$ cat src/rtl/gray_pkg.sv
// Shared types and Gray/binary conversion helpers for the Gray counter family.
// The helpers work at full 32-bit width. Narrower callers zero-extend the
// argument and truncate the result. Zero upper bits do not affect the
// low-order bits of either conversion.
package gray_pkg;

  localparam int GRAY_MAX_WIDTH = 32;

  typedef enum logic {
    DIR_DOWN = 1'b0,
    DIR_UP   = 1'b1
  } dir_e;

  // Binary to Gray: each bit is the XOR of itself and its upper neighbour.
  function automatic logic [GRAY_MAX_WIDTH-1:0] bin2gray(
    input logic [GRAY_MAX_WIDTH-1:0] b
  );
    return b ^ (b >> 1);
  endfunction

  // Gray to binary: prefix XOR running from the MSB down.
  function automatic logic [GRAY_MAX_WIDTH-1:0] gray2bin(
    input logic [GRAY_MAX_WIDTH-1:0] g
  );
    logic [GRAY_MAX_WIDTH-1:0] b;
    b[GRAY_MAX_WIDTH-1] = g[GRAY_MAX_WIDTH-1];
    for (int i = GRAY_MAX_WIDTH - 2; i >= 0; i--) begin
      b[i] = b[i+1] ^ g[i];
    end
    return b;
  endfunction

endpackage : gray_pkg

$ cat src/rtl/gray_step_checker.sv
// Gray step checker. It watches successive counter gray values and raises a
// sticky error when a count step moves the gray value by a Hamming distance
// other than one. Updates caused by a load or a reset are exempt, because
// the step strobe is low on those cycles. Only the rst input clears the
// error.
module gray_step_checker
  import gray_pkg::*;
#(
  parameter int WIDTH = 8
) (
  input  logic             clk,
  input  logic             rst,
  input  logic             i_step,
  input  logic [WIDTH-1:0] i_gray,
  output logic             o_step_err
);

  localparam int CNT_W = $clog2(GRAY_MAX_WIDTH + 1);

  function automatic logic [CNT_W-1:0] popcount(input logic [WIDTH-1:0] v);
    logic [CNT_W-1:0] cnt;
    cnt = '0;
    for (int i = 0; i < WIDTH; i++) begin
      cnt = cnt + CNT_W'(v[i]);
    end
    return cnt;
  endfunction

  logic [WIDTH-1:0] r_prev_gray;
  logic             r_last_step;
  logic             r_step_err;
  logic [CNT_W-1:0] w_dist;
  logic             w_bad_step;

  // Distance between the gray value before the last edge and the gray value after it.
  assign w_dist     = popcount(i_gray ^ r_prev_gray);
  assign w_bad_step = r_last_step && (w_dist != CNT_W'(1));

  // Track the previous gray value and the step strobe, and latch violations.
  always_ff @(posedge clk) begin
    if (rst) begin
      r_prev_gray <= '0;
      r_last_step <= 1'b0;
      r_step_err  <= 1'b0;
    end else begin
      r_prev_gray <= i_gray;
      r_last_step <= i_step;
      if (w_bad_step) begin
        r_step_err <= 1'b1;
      end
    end
  end

  assign o_step_err = r_step_err;

endmodule : gray_step_checker

$ cat src/rtl/gray_counter.sv
// Registered up/down counter with a Gray-coded primary output.
// It supports enable, a direction input, a Gray-coded parallel load and a
// one-cycle wrap pulse. The binary count is exported alongside the Gray
// count. Every output comes straight from a register.
// Optional build macro: GRAY_COUNTER_STEP_CHECK_EN. When it is defined, the
// design instantiates gray_step_checker to drive step_err. Otherwise
// step_err is tied low.
module gray_counter
  import gray_pkg::*;
#(
  parameter int          WIDTH   = 8,
  parameter int unsigned RST_VAL = 0
) (
  input  logic             clk,
  input  logic             rst,
  input  logic             en,
  input  logic             up,
  input  logic             load,
  input  logic [WIDTH-1:0] load_gray,
  output logic [WIDTH-1:0] gray,
  output logic [WIDTH-1:0] binary,
  output logic             wrap,
  output logic             step_err
);

  localparam logic [WIDTH-1:0] ONE      = WIDTH'(1);
  localparam logic [WIDTH-1:0] RST_BIN  = WIDTH'(RST_VAL);
  localparam logic [WIDTH-1:0] RST_GRAY =
    WIDTH'(bin2gray(GRAY_MAX_WIDTH'(RST_VAL)));

  logic [WIDTH-1:0] r_bin;
  logic [WIDTH-1:0] r_gray;
  logic             r_wrap;

  dir_e             w_dir;
  logic [WIDTH-1:0] w_bin_next;
  logic [WIDTH-1:0] w_gray_next;
  logic             w_wrap_next;
  logic [WIDTH-1:0] w_load_bin;
  logic             w_step_err;

  assign w_dir      = dir_e'(up);
  assign w_load_bin = WIDTH'(gray2bin(GRAY_MAX_WIDTH'(load_gray)));

  // Next count value and wrap detection for a count step in the sampled direction.
  always_comb begin
    // NOTE: assigning defaults first means every path drives every output, so no latch is inferred.
    w_bin_next  = r_bin;
    w_wrap_next = 1'b0;
    if (w_dir == DIR_UP) begin
      w_bin_next  = r_bin + ONE;
      w_wrap_next = &r_bin;
    end else begin
      w_bin_next  = r_bin - ONE;
      w_wrap_next = ~|r_bin;
    end
  end

  assign w_gray_next = WIDTH'(bin2gray(GRAY_MAX_WIDTH'(w_bin_next)));

  // Counter state update. The priority order is reset, load, count, hold.
  always_ff @(posedge clk) begin
    // NOTE: non-blocking assignments make every register here see the pre-edge values.
    if (rst) begin
      r_bin  <= RST_BIN;
      r_gray <= RST_GRAY;
      r_wrap <= 1'b0;
    end else if (load) begin
      r_bin  <= w_load_bin;
      r_gray <= load_gray;
      r_wrap <= 1'b0;
    end else if (en) begin
      r_bin  <= w_bin_next;
      r_gray <= w_gray_next;
      r_wrap <= w_wrap_next;
    end else begin
      r_wrap <= 1'b0;
    end
  end

`ifdef GRAY_COUNTER_STEP_CHECK_EN
  logic w_count_step;

  // A count step is an enabled update that is neither a load nor a reset.
  assign w_count_step = en && !load && !rst;

  gray_step_checker #(
    .WIDTH(WIDTH)
  ) u_step_checker (
    .clk       (clk),
    .rst       (rst),
    .i_step    (w_count_step),
    .i_gray    (r_gray),
    .o_step_err(w_step_err)
  );
`else
  assign w_step_err = 1'b0;
`endif

  assign gray     = r_gray;
  assign binary   = r_bin;
  assign wrap     = r_wrap;
  assign step_err = w_step_err;

endmodule : gray_counter

$ cat config.mk
export PLATFORM = sky130hd
export DESIGN_NAME = gray_counter
export DESIGN_NICKNAME = d
export VERILOG_FILES = /design/src/rtl/gray_pkg.sv /design/src/rtl/gray_step_checker.sv /design/src/rtl/gray_counter.sv
export SDC_FILE = /design/constraint.sdc
export NUM_CORES = 1
export LEC_CHECK = 0
export CAP_MARGIN = 30
export CELL_PAD_IN_SITES_DETAIL_PLACEMENT = 0
export CELL_PAD_IN_SITES_GLOBAL_PLACEMENT = 1
export CORE_MARGIN = 5
export CORE_UTILIZATION = 39
export CTS_BUF_LIST = sky130_fd_sc_hd__clkbuf_4 sky130_fd_sc_hd__clkbuf_8
export DETAILED_ROUTE_END_ITERATION = 8
export PLACE_DENSITY = 0.94
export SLEW_MARGIN = 0
export SYNTH_ARGS = -nofsm -noshare
export SYNTH_HDL_FRONTEND = slang
export SYNTH_SLANG_ARGS = --single-unit
$ cat constraint.sdc
create_clock -name clk -period 3 [get_ports clk]
set_input_delay 0.45 -clock clk [delete_from_list [all_inputs] [get_ports clk]]
set_output_delay 0.45 -clock clk [all_outputs]
set_load 0.03 [all_outputs]
==> results of run 1 <==
-- kinds of logic after synthesis --
| group | count (synthesis) | share of synthesized area [%] |
|---|---|---|
| other | 1 | 0.3155 |
| xor gates and xnor gates | 19 | 15.26 |
| adders and majority gates | 7 | 8.000 |
| DFF | 16 | 26.95 |
| buffers and inverters | 14 | 5.052 |
| muxes | 4 | 3.369 |
| AOI/OAI and AO/OA | 43 | 24.84 |
| and+or+nand+nor | 41 | 16.21 |
-- worst max-delay path by stage --
stage	cells after the start	end	slack [ns]	from
floorplan	8	gray[6]$_SDFFE_PP0P_	0.65	binary[0]$_SDFFE_PP0P_
global placement	9	gray[6]$_SDFFE_PP0P_	0.21	up
detailed placement	9	gray[6]$_SDFFE_PP0P_	0.05	up
CTS	9	gray[6]$_SDFFE_PP0P_	0.36	up
global route	9	gray[6]$_SDFFE_PP0P_	0.23	up
finish	9	gray[6]$_SDFFE_PP0P_	0.37	up
-- worst register-to-register path, cell delays in order, from the launching register on --
cell	delay, ns
dfxtp_1	0.47
inv_1	0.12
fa_1	0.45
nor2b_1	0.19
o31a_1	0.17
mux2i_1	0.26
nand2_1	0.14
o41a_1	0.35
a211oi_2	0.22
-- metrics by stage --
step           worst slack (ns)  std cells  hold WS [ns]
2_1_floorplan            0.6485        145        0.5230
3_3_place_gp             0.2111        202        0.5433
3_5_place_dp            0.05098        202        0.5552
4_1_cts                  0.3604        205        0.5769
5_1_grt                  0.2339        205        0.6334
6_report                 0.3667        205        0.5713
-- routing by layer --
layer / wire length [microns] / up-vias
li1: - / 577
met1: 1257 / 540
met2: 1586 / 37
met3: 165 / 4
met4: 27 / 0
met5: 0 / -
-- cells in the final DEF, fill, tap and decap left out, types with 2 or more instances in the layout --
cell type        synthesis  routed
a211o_1                  2       2
a211oi_1                 6       6
a21o_1                   3       3
a21oi_1                 15      15
buf_4                    2       3
clkbuf_4                 0       3
clkdlybuf4s50_1          0      29
dfxtp_1                 16      16
ha_1                     6       6
inv_1                    6       6
mux2i_1                  4       4
nand2_1                 12      12
nand4_1                  3       3
nor2_1                  12      12
nor2b_1                  2       2
nor3_1                   4       4
nor4_1                   2       2
o211ai_1                 2       2
o21a_1                   2       2
o21ai_0                  2       2
o31ai_1                  2       2
xnor2_1                 12      12
xor2_1                   5       5
-- sequential cells by signal, indices dropped and copies added, names as in the netlist --
| register | cells |
|---|---|
| wrap | 1 |
| gray | 7 |
| binary | 8 |
-- power groups by stage --
| stage | Clock (mW) | Combinational [mW] | Sequential (mW) |
|---|---|---|---|
| 6_report | 0.119 | 0.435 | 0.269 |
| 5_1_grt | 0.127 | 0.471 | 0.275 |
| 3_3_place_gp | 0 | 0.426 | 0.274 |
| 3_5_place_dp | 0 | 0.434 | 0.275 |
| 4_1_cts | 0.118 | 0.437 | 0.270 |
| 2_1_floorplan | 0 | 0.258 | 0.318 |
-- layout make-up --
type / instances / area [sq um]
multi-input combinational: 115 / 808.3
inverter: 6 / 22.52
sequential: 16 / 320.3
tap: 33 / 41.29
timing repair buffer: 32 / 312.8
clock buffer: 3 / 22.52
fill: 275 / 1450
==> impl_metrics.toml, run 1 <==
[setup_path]
crit_chain = "clkdlybuf4s50_1 > inv_1 > ha_1 > nor2b_1 > o31a_1 > mux2i_1 > nand2_1 > o41a_1 > a211oi_2"
reg2reg_slack_ns = 0.56
setup.worst_path.start_class = "primary input"
cp_top_family = "compound AO/OA/AOI/OAI gates"
endpoint_kind = "register"
path_buf_inv = 2
worstPathMaxFanout = 6
crit_required_ns = 3.21
arrival_ns = 2.85
max_stage_delay_ns = 0.52
reg2reg_to = "gray[6]$_SDFFE_PP0P_"
reg2reg_depth = 8
cpMaxStageDelayCell = "clkdlybuf4s50_1"
critical_path_class = "in -> reg"
worstReg2RegStart = "binary[0]$_SDFFE_PP0P_"

[logic_synthesis]
yosys_warnings = 0
synth_top_area_share_pct = 26.95
synth_top_area_cell = "dfxtp_1"
synth_edf_count = 0
yosysUniqueCellTypes = 42
synthTopCellsByArea = "dfxtp_1 27%, xnor2_1 8.8%, a21oi_1 6.3%, ha_1 6.3%, a211oi_1 3.8%"
synth_flop_cell = "dfxtp_1"
synth-seq-cells = 16
ys_seq_area_share_pct = 26.95
avgSynthCellArea_sq_um = 8.198
ys_top_cells_by_count = "16 x dfxtp_1, 15 x a21oi_1, 12 x nand2_1, 12 x nor2_1, 12 x xnor2_1"
yosysMostFrequentCell = "dfxtp_1"
syn_inst = 145
synth_fp_nets = 165
syn_area_sq_um = 1189
synthArstFlopShare_pct = 0

[timing]
worst_pin_slew_ns = 0.6259
fin_crit_ns = 2.633
rsz0062_at_grt = "no"
hold_viol_final = 0
period_share_pct = 87.78
slew-limit-headroom_pct = 58.14
setup_violations = 0
slew_violations = 0
finalClockSkew_ns = 0.005432
finalSetupTns_ns = 0
fmax_mhz = 379.8

[routing]
drc = 0
routedWlPerCell_microns = 14.81
drtIter0Drc = 31
ant_nets = 0
avgViaCountPerCell = 5.649
totalWireLength_mm = 3.037
vias = 1158
dr.pass1.iters = 4

[finish]
drive_gt1_share_pct = 5.233
antenna_cells = 0
num-nets-final = 194
final_area_sq_um = 1528
fin_util_pct = 51.30
synthToLayoutAreaGrowth_pct = 28.53

[grt]
use_met1_pct = 17.52
overflow = 0
grt-busiest-layer = "met2"
met3_usage_pct = 3.932
grt_pass1_wl_mm = 5.009
grt_antenna_before_repair = 0
track_usage_pct = 14.71
grt_max_degree = 22
grt_pass1_vias = 1096
grt_use_met2_pct = 25.79

[cts]
cts_tree = "done"
cts_root_buffer = "clkbuf_4"
clock_latency_ns = 0.29
cts_num_sinks = 16
clock_path_buffers = 2
htreeDepth = 1
cts.repair.resized = 0
cts_hold_buffers = 0
cts_made_buffers = 3
cts_setup_buffers = 0
cts.clk_slew.worst_paths_ns = 0.10

[power]
finalPower_uw = 822.7
swShare_pct = 41.46
power.share.combinational_pct = 52.8
cellPowerDensity_nw_per_um2 = 538.5
p_int_uw = 481.6
vdd_drop_max_uv = 341.2
clkPwrFrac_pct = 14.4
p_leak_nw = 0.6044
pwr-share-seq_pct = 32.8
switchingPower_uw = 341.1

[floorplan]
die_y_microns = 65.21
ioPinCount = 31
num_rows = 20
die_w_microns = 65.21
coreArea_sq_um = 2978
dieArea_sq_um = 4252
start_util_pct = 39.92

[placed_design]
port-buffer-count = 29
dpl.hpwl_mm = 2.345
place_area_sq_um = 1505
gp_congestion = 0.8923

[hold_path]
hold_end = "gray[4]$_SDFFE_PP0P_"
hp-start = "gray[4]$_SDFFE_PP0P_"
hp-class = "reg -> reg"
worstHoldPathCells = 2

[run_status]
status = "finished, final reports clean"

[job]
drv_cap = 0
Power figures use the tool's default switching activity.
==> run 2: changes to the inputs <==
- CAP_MARGIN: 30 -> unset
==> results of run 2 <==
Same layout as run 1: the final DEF is identical, and so are final timing and power.
